===== src/rtl/parity_frame_tx.sv =====
// Serial frame transmitter: start bit, DATA_W data bits LSB-first, even parity bit, stop bit; each bit lasts CLKS_PER_BIT cycles.
// First bit is driven the cycle after accept; in_ready is low for the whole frame and words offered meanwhile are ignored.
module parity_frame_tx #(
  parameter int DATA_W       = 4,
  parameter int CLKS_PER_BIT = 4
) (
  input  logic              clk,
  input  logic              rst,
  input  logic              in_valid,
  output logic              in_ready,
  input  logic [DATA_W-1:0] in_data,
  output logic              tx,
  output logic              busy,
  output logic              done,
  output logic              parity_out
);

  localparam int CW = (CLKS_PER_BIT > 1) ? $clog2(CLKS_PER_BIT) : 1;
  localparam int BW = $clog2(DATA_W + 1);
  localparam logic [CW-1:0] CLK_LAST = CW'(CLKS_PER_BIT - 1);
  localparam logic [BW-1:0] BIT_LAST = BW'(DATA_W - 1);

  typedef enum logic [2:0] {IDLE, START, DATA, PARITY, STOP} state_t;

  state_t            state, state_nxt;
  logic [CW-1:0]     clk_cnt, clk_cnt_nxt;
  logic [BW-1:0]     bit_cnt, bit_cnt_nxt;
  logic [DATA_W-1:0] shift_reg, shift_nxt;
  logic              tx_nxt, busy_nxt, done_nxt, parity_nxt;
  logic              bit_end;

  assign bit_end  = (clk_cnt == CLK_LAST);
  assign in_ready = (state == IDLE);

  // tx is only ever reloaded at a bit boundary, so the line never glitches mid-bit.
  always_comb begin
    state_nxt   = state;
    clk_cnt_nxt = clk_cnt;
    bit_cnt_nxt = bit_cnt;
    shift_nxt   = shift_reg;
    tx_nxt      = tx;
    busy_nxt    = busy;
    done_nxt    = 1'b0;
    parity_nxt  = parity_out;

    if (state != IDLE) begin
      clk_cnt_nxt = bit_end ? '0 : clk_cnt + 1'b1;
    end

    case (state)
      IDLE: begin
        if (in_valid) begin
          state_nxt   = START;
          shift_nxt   = in_data;
          parity_nxt  = ^in_data;
          tx_nxt      = 1'b0;
          busy_nxt    = 1'b1;
          clk_cnt_nxt = '0;
        end
      end
      START: begin
        if (bit_end) begin
          state_nxt   = DATA;
          bit_cnt_nxt = '0;
          tx_nxt      = shift_reg[0];
        end
      end
      DATA: begin
        if (bit_end) begin
          shift_nxt = shift_reg >> 1;
          if (bit_cnt == BIT_LAST) begin
            state_nxt = PARITY;
            tx_nxt    = parity_out;
          end else begin
            bit_cnt_nxt = bit_cnt + 1'b1;
            tx_nxt      = shift_nxt[0];
          end
        end
      end
      PARITY: begin
        if (bit_end) begin
          state_nxt = STOP;
          tx_nxt    = 1'b1;
        end
      end
      STOP: begin
        if (bit_end) begin
          state_nxt = IDLE;
          tx_nxt    = 1'b1;
          busy_nxt  = 1'b0;
          done_nxt  = 1'b1;
        end
      end
      default: begin
        state_nxt = IDLE;
        tx_nxt    = 1'b1;
        busy_nxt  = 1'b0;
      end
    endcase
  end

  always_ff @(posedge clk) begin
    if (rst) begin
      state      <= IDLE;
      clk_cnt    <= '0;
      bit_cnt    <= '0;
      shift_reg  <= '0;
      tx         <= 1'b1;
      busy       <= 1'b0;
      done       <= 1'b0;
      parity_out <= 1'b0;
    end else begin
      state      <= state_nxt;
      clk_cnt    <= clk_cnt_nxt;
      bit_cnt    <= bit_cnt_nxt;
      shift_reg  <= shift_nxt;
      tx         <= tx_nxt;
      busy       <= busy_nxt;
      done       <= done_nxt;
      parity_out <= parity_nxt;
    end
  end

endmodule


===== config.mk =====
export PLATFORM = sky130hd
export DESIGN_NAME = parity_frame_tx
export DESIGN_NICKNAME = d
export VERILOG_FILES = /design/src/rtl/parity_frame_tx.sv
export SDC_FILE = /design/constraint.sdc
export NUM_CORES = 1
export LEC_CHECK = 0
export ABC_AREA = 1
export BUFFER_PORTS_ARGS = -buffer_cell sky130_fd_sc_hd__clkbuf_2
export CORE_ASPECT_RATIO = 1.2
export CORE_MARGIN = 2
export CORE_UTILIZATION = 30
export DETAILED_ROUTE_END_ITERATION = 16
export GPL_TIMING_DRIVEN = 0
export MAX_ROUTING_LAYER = met4
export PLACE_DENSITY = 0.48
export SKIP_CTS_REPAIR_TIMING = 1
export SLEW_MARGIN = 40
export SYNTH_ARGS = -nofsm -noshare
export SYNTH_HDL_FRONTEND = slang
export SYNTH_SLANG_ARGS = --single-unit
export TNS_END_PERCENT = 1

===== constraint.sdc =====
create_clock -name clk -period 1.9 [get_ports clk]
set_clock_uncertainty 0.05 [all_clocks]
set_input_delay 0.19 -clock clk [delete_from_list [all_inputs] [get_ports clk]]
set_output_delay 0.19 -clock clk [all_outputs]
set_load 0.01 [all_outputs]

* Word-level counts from Yosys, hierarchy flattened
Cells that the tools add are included.
** Cells by class
- Eq/ne operators :: 14
- Bitwise logic cells :: 2
- Reductions and logical operators :: 14
- Add/sub/neg operators :: 2
- Muxes and demuxes :: 27
** Operators by type and width (count)
- two-way mux 3 bit :: 8
- one-hot mux 3 bit (5 select lines) :: 1
- inequality test 2 bit (second input constant) :: 7
- equality test 3 x 2 -> 1 bit (second input constant) :: 3
- two-way mux 1 bit :: 8
- two-way mux 2 bit :: 4
- two-way mux 4 bit :: 2
- one-hot mux 4 bit (2 select lines) :: 1
- AND reduction 4 bit :: 2
- one-hot mux 3 bit (2 select lines) :: 1
- AND reduction 3 bit :: 2
- AND reduction 6 bit :: 1
- one-hot mux 1 bit (4 select lines) :: 1
- nonzero test 2 bit :: 2
- OR reduction 2 bit :: 2
- parity 4 bit :: 1
- adder 3 x 1 -> 3 bit (second input constant) :: 1
- equality test 3 x 1 -> 1 bit (second input constant) :: 1
- equality test 3 bit (second input constant) :: 1
- logical NOT 3 bit :: 1
- one-hot mux 1 bit (3 select lines) :: 1
- nonzero test 3 bit :: 1
- OR reduction 3 bit :: 1
- adder 2 x 1 -> 2 bit (second input constant) :: 1
- other kinds (4) :: 5
** Word-level totals
- Word-level logic and storage cells :: 67
- Output and inout bits :: 5
- Bits in registers :: 16

* Depth between registers and ports, before layout
Gate-level depths: netlist of run 1.
- Depth after elaboration :: 5
- Mapped depth :: 10
- Gate-level depth less buffers :: 10

* Worst setup path before layout of run 1
No wires, ideal clock.
- Kind :: reg-to-reg
- Start point :: register bit_cnt[0]
- End point :: register state[0]
- Slack :: 593 ps
- Stages on the path, launching flop included :: 11
- Arrival :: 1144 ps
- Cells stage by stage :: dfxtp_1 > ha_1 > ha_1 > inv_1 > nand3_1 > nand2_1 > nor2_1 > nand2_2 > nand2_1 > nand2_1 > nor2_1
** Between the ends
- Cells in the longest elaborated chain, start to end :: 3
** Ends and longest elaborated chain
- from (decl) :: RTL line 27 : logic [BW-1:0] bit_cnt, bit_cnt_nxt;
- from (signal assigned) :: RTL line 115 : bit_cnt <= bit_cnt_nxt;
- equality test 3 x 2 -> 1 bit :: RTL line 71 : if (bit_cnt == BIT_LAST) begin
- inequality test 2 bit (no source line)
- AND reduction 6 bit (no source line)
- to (signal assigned) :: RTL line 113 : state <= state_nxt;
- to (decl) :: RTL line 25 : state_t state, state_nxt;
Every way passes these cells.
A chain may end at the register's enable or synchronous reset.

* Worst setup path after layout of run 1
- Start point :: register state[2]
- End point :: register shift_reg[0]
** Between the ends
- Cells in the longest elaborated chain, start to end :: 3
** Ends and longest elaborated chain
- equality test 3 x 2 -> 1 bit / logical NOT 3 bit (equally long branches) :: RTL line 50 : case (state)
- inequality test 2 bit (no source line) / nonzero test 2 bit (equally long branches)
- AND reduction 3 bit (no source line)
- to (signal assigned) :: RTL line 116 : shift_reg <= shift_nxt;
- to (decl) :: RTL line 28 : logic [DATA_W-1:0] shift_reg, shift_nxt;
Parallel ways exist; a longest one is shown, timed or not.

==> run metrics, run 1 <==
status=finished clean; register area share after synthesis=35.0%; gr busiest metal=met2; share of layout cells above drive strength 1=19.3%; IO Count=12; ys async rst share=0%; Hold WC Path Type=in2reg; Setup crit end kind=flip-flop; vias in the first global route=761; residual DRC count=0; drt wl/cell=9.70 um; Starting Density=32.2%; PortBufs=10; vias per cell=4.54; drt first pass iters=4; Worst-Skew Late Latency=290 ps; top cells by count, synth=nand2_1 (37), nor2_1 (21), dfxtp_1 (16); Final #Nets=162; Rows=21; FILL cells=321; clk buf depth=2; Total GRT Usage=13.1%; final estimated routing congestion in global placement=0.800; largest net degree at the start of global routing=10; RSZ-0062 raised after global routing=no; Placeable Area=2840 um^2; synthesized net count=147; fin crit period=1450 ps; Yosys warning count=0; Netlist cell types=21; CTS buffer count=3; top-count cell post-synth=nand2_1; Slew HR=78.9%; Yosys top cell by area=dfxtp_1; CP Launch Type=flip-flop; Crit Path Class=reg2reg; DPL Wire Length=1430 um; clk sinks=16; routed vias=835; #FFs+latches synth=16; f_max=690 MHz; grt met2 use=19.0%; register area=320 um^2; initial antenna violation count=0; Mapped Area=915 um^2; Final setup violation count=0; Post-synth EDFFs=0; Diodes inserted=0; max_cap viols=0; Critical Path Fanout Max=7; Mean Syn Cell Area=6.73 um^2; Pwr Total=1.35 mW; max-slew violations=0; antenna-violating nets left=0; fin crit share=76.3%; Area contributors post-synth=dfxtp_1 (35%), nand2_1 (15%), nor2_1 (8.6%), inv_1 (6.2%), ha_1 (5.5%); Synth-to-Final Area Change=14.1%; CTS tree=built; Final Hold Viols=0; Cells after Synth=136; setup_tns=0 ps; clk slew on worst S/H paths=100 ps; met1 Track Usage GR=17.0%; Most used DFF post-synth=dfxtp_1; Worst Max-Slew Pin Slew=313 ps; Root Driver=clkbuf_4; global route overflow=0; WP data required=2040 ps; Die Wd=54.4 um; met3 Track Usage GR=2.76%; Synth top area share=35.0%; number of H-tree levels=1; Multi-input gate area=519 um^2; leak pwr=0.529 nW; Max VDD drop=477 uV; max reg flops=4; wire length of the first global-routing pass=3260 um; P per Cell Area=1300 nW/um^2; Post-Route WL=1790 um; Data arrival, critical path=1590 ps; Initial DRC Count=20; die height=64.5 um; Die ar.=3510 um^2
-- layout make-up --
cell class	count	share of cell area (%)
plain buffers	1	0.719
flip-flops and latches	16	30.7
multi-input cells	101	49.8
clock buffers	4	3.48
well taps	34	4.08
inverters	18	6.47
repair buffers	10	4.80
-- layout by cell type (no fill, tap or decap), drive strengths merged, types with 2 or more instances in the layout --
master	instances
a21oi	4
clkbuf	15
dfxtp	16
ha	4
inv	18
nand2	42
nand3	7
nor2	26
o21ai	11
xnor2	2
-- cell families after synthesis --
| group | synth area share [%] |
|---|---|
| AO/OA/AOI/OAI | 10.5 |
| XOR/XNOR | 2.87 |
| adder cells (fa/ha/maj) | 5.47 |
| buffers and inverters | 8.21 |
| flip-flops | 35.0 |
| AND/OR/NAND/NOR | 37.9 |
-- per-layer routing --
layer	wire length (um)	vias to the layer above	part of all wire [%]
li1	-	456	-
met1	875	359	49
met2	806	16	45
met3	76	4	4.3
met4	27	0	1.5
met5	0	-	0
-- stage by stage --
step                      instances  setup WS (ps)  hold slack [ps]  utilization (%)  instance area (um^2)
after floorplan                 136            593              286                -                   915
after global placement          180            448              405             35.5                  1010
after detailed placement        180            449              410             35.5                  1010
after CTS                       184            419             95.3             36.8                  1040
after global routing            184            287              110             36.8                  1040
final                           184            450              101             36.8                  1040
-- power breakdown --
part           internal, mW  switching, mW
clock network         0.117          0.115
registers             0.428         0.0841
logic                 0.224          0.386
total                 0.769          0.585
-- worst max-delay path, cell delays in order, from the launching register on --
cell,delay (ps)
dfxtp_1,400
nor2_4,240
nand2_4,90
nor2_1,130
inv_1,100
o21ai_2,100
inv_2,70
nor2_1,100
nor2_1,50
-- worst paths after layout --
path | startpoint | end | slack [ps] | cells after the start
setup reg to reg | state[2] | shift_reg[0] | 450 | 8
hold / removal | in_data[3] | shift_reg[3] | 100 | 3
hold reg to reg | busy | busy | 420 | 2
setup / recovery | state[2] | shift_reg[0] | 450 | 8
No activity file was read; power rests on OpenSTA's default activity.
==> run 2, diff against run 1 <==
--- a/config.mk
+++ b/config.mk
@@ -13,7 +13,7 @@
 export DETAILED_ROUTE_END_ITERATION = 16
 export GPL_TIMING_DRIVEN = 0
 export MAX_ROUTING_LAYER = met4
-export PLACE_DENSITY = 0.48
+export PLACE_DENSITY = 0.5
 export SKIP_CTS_REPAIR_TIMING = 1
 export SLEW_MARGIN = 40
 export SYNTH_ARGS = -nofsm -noshare
==> constraint.sdc (replaced) <==
create_clock -name clk -period 1.2 [get_ports clk]
set_clock_uncertainty 0.05 [all_clocks]
set_input_delay 0.12 -clock clk [delete_from_list [all_inputs] [get_ports clk]]
set_output_delay 0.12 -clock clk [all_outputs]
set_load 0.01 [all_outputs]
==> run 2 against run 1 <==
Net effect:
- the flow now finishes with violations (negative setup slack)
- non-clock buffer count is the same
- clock-buffer cell count shrank 1
- via count decreased by 2.5%
- sequential power grew 65%
- routed wire length is 4.1% higher
- maximum frequency is 7.4% higher
- sequential share of layout area down 0.67 points
- sequential cell count unchanged
- cell count shrank 0.54%
- power rose by 61%
- cell area is 5.0% higher
- core utilization up 1.9 points
- critical path type unchanged
==> run metrics, run 2 (same netlist as run 1, synthesis figures left out) <==
most frequent cells in the layout=nand2_1 (37), nor2_1 (20), inv_1 (12), clkbuf_2 (10) (was nand2_1 (37), nor2_1 (21), dfxtp_1 (16), inv_1 (15)); IO Count=12 (unchanged); drt first pass iters=4 (unchanged); global route overflow=0 (unchanged); Data arrival, critical path=1490 ps (was 1590 ps); crit path max-delay cell type=dfxtp_2 (was dfxtp_1); clk buf depth=2 (unchanged); wire length on met1=918 um (was 875 um); number of H-tree levels=1 (unchanged); share of layout cells above drive strength 1=28.9% (was 19.3%); die height=64.5 um (unchanged); Rows=21 (unchanged); Final #Nets=162 (unchanged); Final setup violation count=14 (was 0); failing checks=negative setup slack; fin area=1100 um^2 (was 1040 um^2); WHS=29.0 ps (was 101 ps); DP Cell Count=180 (unchanged); Final Hold Viols=0 (unchanged); WP data required=1340 ps (was 2040 ps); post-placement cell area=1050 um^2 (was 1010 um^2); FF-to-FF End=bit_cnt[2] (was shift_reg[0]); max_cap viols=0 (unchanged); Place WS=-191 ps (was 449 ps); Worst R2R Setup Slack=-150 ps (was 450 ps); status=complete, but fails checks (was finished clean); vias in the first global route=763 (was 761); max-slew violations=0 (unchanged); vias per cell=4.45 (was 4.54); f_max=741 MHz (was 690 MHz); RSZ-0062 raised after global routing=yes (was no); Pwr Total=2.17 mW (was 1.35 mW); R2R depth=8 (unchanged); fin crit share=112% (was 76.3%); Initial DRC Count=10 (was 20); met2 routed WL=864 um (was 806 um); wire length of the first global-routing pass=3280 um (was 3260 um); routed vias=814 (was 835); Hold WC Path Type=in2reg (unchanged); Placeable Area=2840 um^2 (unchanged); Die Wd=54.4 um (unchanged); critical-path cell list=nor2_4 -> nand2_4 -> nand2_2 -> nand2_2 -> nor2_4 -> o21ai_0 -> nand2_1 -> nor2_2 (was nor2_4 -> nand2_4 -> nor2_1 -> inv_1 -> o21ai_2 -> inv_2 -> nor2_1 -> nor2_1); Diodes inserted=0 (unchanged); Final Instance Count excl. Fillers=183 (was 184); Slew HR=80.8% (was 78.9%); Hold EP=shift_reg[3] (unchanged); clk slew on worst S/H paths=100 ps (about the same); FF-to-FF Start=state[0] (was state[2]); Starting Density=32.2% (unchanged); crit-path max cell delay=370 ps (was 400 ps); Die ar.=3510 um^2 (unchanged); Max VDD drop=835 uV (was 477 uV); leak pwr=0.524 nW (was 0.529 nW); Root Driver=clkbuf_4 (unchanged); Highest Signal Layer=met4 (unchanged); setup_tns=-1570 ps (was 0 ps); initial antenna violation count=0 (unchanged); clk sinks=16 (unchanged); PortBufs=10 (unchanged); CTS tree=built (unchanged); CP startpoint=state[0] (was state[2]); DPL Wire Length=1440 um (was 1430 um); Worst Max-Slew Pin Slew=287 ps (was 313 ps); Total GRT Usage=12.7% (was 13.1%); CP Launch Type=flip-flop (unchanged); Worst-Skew Late Latency=290 ps (about the same); Post-Route WL=1860 um (was 1790 um); largest net degree at the start of global routing=10 (unchanged); antenna-violating nets left=0 (unchanged); final core occ=38.6% (was 36.8%); residual DRC count=0 (unchanged); drt wl/cell=10.2 um (was 9.70 um); Crit Path Class=reg2reg (unchanged); final estimated routing congestion in global placement=0.888 (was 0.800); most common cell after layout, fill and taps aside=nand2_1 (unchanged); Synth-to-Final Area Change=19.8% (was 14.1%); Hold Startpoint=in_data[3] (unchanged); CTS buffer count=3 (unchanged); Setup crit end kind=flip-flop (unchanged); Min-Delay Path Depth=3 (unchanged); met3 wire length=42 um (was 76 um); final worst slack=-149 ps (was 450 ps); max reg flops=4 (unchanged); P per Cell Area=1980 nW/um^2 (was 1300 nW/um^2); Critical Path Fanout Max=9 (was 7); fin crit period=1350 ps (was 1450 ps)
[run 2: where the power goes]
| part | internal [mW] | leakage (nW) | switching [mW] |
|---|---|---|---|
| Sequential | 0.694 | 0.134 | 0.150 |
| Clock | 0.117 | 0.0138 | 0.179 |
| Combinational | 0.381 | 0.376 | 0.654 |
[run 2: worst max path at each step]
stage	to	depth (start not counted)
floorplan	state[0]	9
global placement	shift_reg[2]	7
detailed placement	shift_reg[2]	7
CTS	shift_reg[3]	8
global route	state[2]	10
finish	bit_cnt[2]	8
[run 2: cell type report]
type                       count  area, um^2
tap                           34        42.5
inverter                      18        70.1
timing repair buffer          10        50.0
buffer                         1        7.51
clock buffer                   3        22.5
fill                         305        1740
multi-input combinational    101         574
sequential                    16         329
[run 2: metal layers]
metal	up-vias	GRT usage, %
met2	9	19.6
li1	452	-
met4	0	4.69
met5	-	-
met3	5	2.07
met1	348	16.5
[run 2: critical path, delay by kind of cell, from the launching register on]
kind / cells / cell delay (ps)
DFF: 1 / 370
and+or+nand+nor: 7 / 740
AOI/OAI and AO/OA: 1 / 100
==> run 3, diff against run 2 <==
--- a/config.mk
+++ b/config.mk
@@ -13,7 +13,6 @@
 export DETAILED_ROUTE_END_ITERATION = 16
 export GPL_TIMING_DRIVEN = 0
 export MAX_ROUTING_LAYER = met4
-export PLACE_DENSITY = 0.5
 export SKIP_CTS_REPAIR_TIMING = 1
 export SLEW_MARGIN = 40
 export SYNTH_ARGS = -nofsm -noshare
==> run 3 against run 2 <==
Net effect:
- the flow still finishes with violations (negative setup slack)
- combinational power is 15% higher
- hold slack improved by 5.0 ps
- critical path depth fell by 4
- cell area is 8.4% higher
- setup slack lost 23 ps
- largest power group unchanged
==> run metrics, run 3 (same netlist as run 1, synthesis figures left out) <==
status=complete, but fails checks (unchanged); failing checks=negative setup slack (unchanged); share of layout cells above drive strength 1=34.0% (was 28.9%); Die ar.=3510 um^2 (unchanged); leak pwr=0.561 nW (was 0.524 nW); fin crit share=114% (was 112%); drt first pass iters=4 (unchanged); die height=64.5 um (unchanged); post-placement cell area=1050 um^2 (unchanged); Worst R2R Setup Slack=-160 ps (was -150 ps); Clk pwr share=15.3% (was 13.6%); Placeable Area=2840 um^2 (unchanged); fin area=1190 um^2 (was 1100 um^2); Final setup violation count=14 (unchanged); DPL Wire Length=1490 um (was 1440 um); max-slew violations=0 (unchanged); Internal Power=1.36 mW (was 1.19 mW); WHS=34.1 ps (was 29.0 ps); vias per cell=4.60 (was 4.45); antenna-violating nets left=0 (unchanged); most common cell after layout, fill and taps aside=nand2_1 (unchanged); clk slew on worst S/H paths=100 ps (about the same); Multi-input gate area=589 um^2 (was 574 um^2); CP Launch Type=flip-flop (unchanged); number of H-tree levels=1 (unchanged); vias in the first global route=780 (was 763); routed vias=874 (was 814); largest net degree at the start of global routing=10 (unchanged); Data arrival, critical path=1200 ps (was 1490 ps); Crit Path Class=reg2out (was reg2reg); clk buf depth=2 (unchanged); residual DRC count=0 (unchanged); Worst Max-Slew Pin Slew=285 ps (was 287 ps); wire length of the first global-routing pass=3370 um (was 3280 um); Final #Nets=168 (was 162); initial antenna violation count=0 (unchanged); Root Driver=clkbuf_4 (unchanged); Rows=21 (unchanged); clk sinks=16 (unchanged); register area=339 um^2 (was 329 um^2); CTS tree=built (unchanged); Hold WC Path Type=in2reg (unchanged); f_max=729 MHz (was 741 MHz); NetSw=1.04 mW (was 983 uW); Total GRT Usage=13.3% (was 12.7%); Final Hold Viols=0 (unchanged); drt wl/cell=10.6 um (was 10.2 um); Comb pwr share=49.0% (was 47.6%); Worst-Skew Late Latency=290 ps (about the same); CTS buffer count=3 (unchanged); Place WS=-176 ps (was -191 ps); Diodes inserted=0 (unchanged); Pwr Total=2.41 mW (was 2.17 mW); FILL cells=309 (was 305); IO Count=12 (unchanged); fin crit period=1370 ps (was 1350 ps); RSZ-0062 raised after global routing=yes (unchanged); Synth-to-Final Area Change=30.0% (was 19.8%); Final Instance Count excl. Fillers=190 (was 183); max_cap viols=0 (unchanged); Slew HR=81.0% (was 80.8%); WP data required=1030 ps (was 1340 ps); P per Cell Area=2030 nW/um^2 (was 1980 nW/um^2); Die Wd=54.4 um (unchanged); final worst slack=-172 ps (was -149 ps); sequential fraction of design power=35.7% (was 38.8%); Max VDD drop=1010 uV (was 835 uV); max reg flops=4 (unchanged); most frequent cells in the layout=nand2_1 (36), nor2_1 (20), inv_1 (11), clkbuf_2 (10), dfxtp_1 (9) (was nand2_1 (37), nor2_1 (20), inv_1 (12), clkbuf_2 (10)); final estimated routing congestion in global placement=0.829 (was 0.888); DP Cell Count=180 (unchanged); Setup crit end kind=primary output (was flip-flop); Post-Route WL=2020 um (was 1860 um); setup_tns=-1760 ps (was -1570 ps); PortBufs=10 (unchanged); Critical Path Fanout Max=5 (was 9); Starting Density=32.2% (unchanged); Initial DRC Count=21 (was 10); Switching Fraction=43.4% (was 45.2%); final core occ=41.9% (was 38.6%); global route overflow=0 (unchanged)
-- run 3: final timing paths --
path	from	end	depth (start not counted)
max	state[2]	in_ready	4
min reg2reg	busy	busy	2
min	in_data[3]	shift_reg[3]	3
max reg2reg	state[2]	state[0]	9
-- run 3: worst max-delay path, cell delays in order, from the launching register on --
cell and delay, ps:
dfxtp_4 380, nor2_4 230, nand2_4 120, inv_1 70
clkbuf_2 120
-- run 3: routing by layer --
layer	share of wire [%]	up-vias	global-route usage, %
met5	0	-	-
met4	1.3	0	6.56
met3	1.2	2	1.38
met2	52	9	20.6
met1	46	395	16.8
li1	-	468	-
-- run 3: cell type report --
type	count	share of cell area, %
inverters	18	6.32
flip-flops and latches	16	28.5
multi-input cells	101	49.6
plain buffers	1	0.632
repair buffers	16	8.32
clock buffers	4	3.05
well taps	34	3.58
-- run 3: power by group through the flow --
stage | clock network (mW) | registers (mW) | logic (mW)
finish | 0.369 | 0.860 | 1.18
global route | 0.401 | 0.882 | 1.34
CTS | 0.384 | 0.842 | 1.01
detailed placement | 0 | 0.855 | 1.00
global placement | 0 | 0.846 | 0.986
floorplan | 0 | 0.844 | 0.777
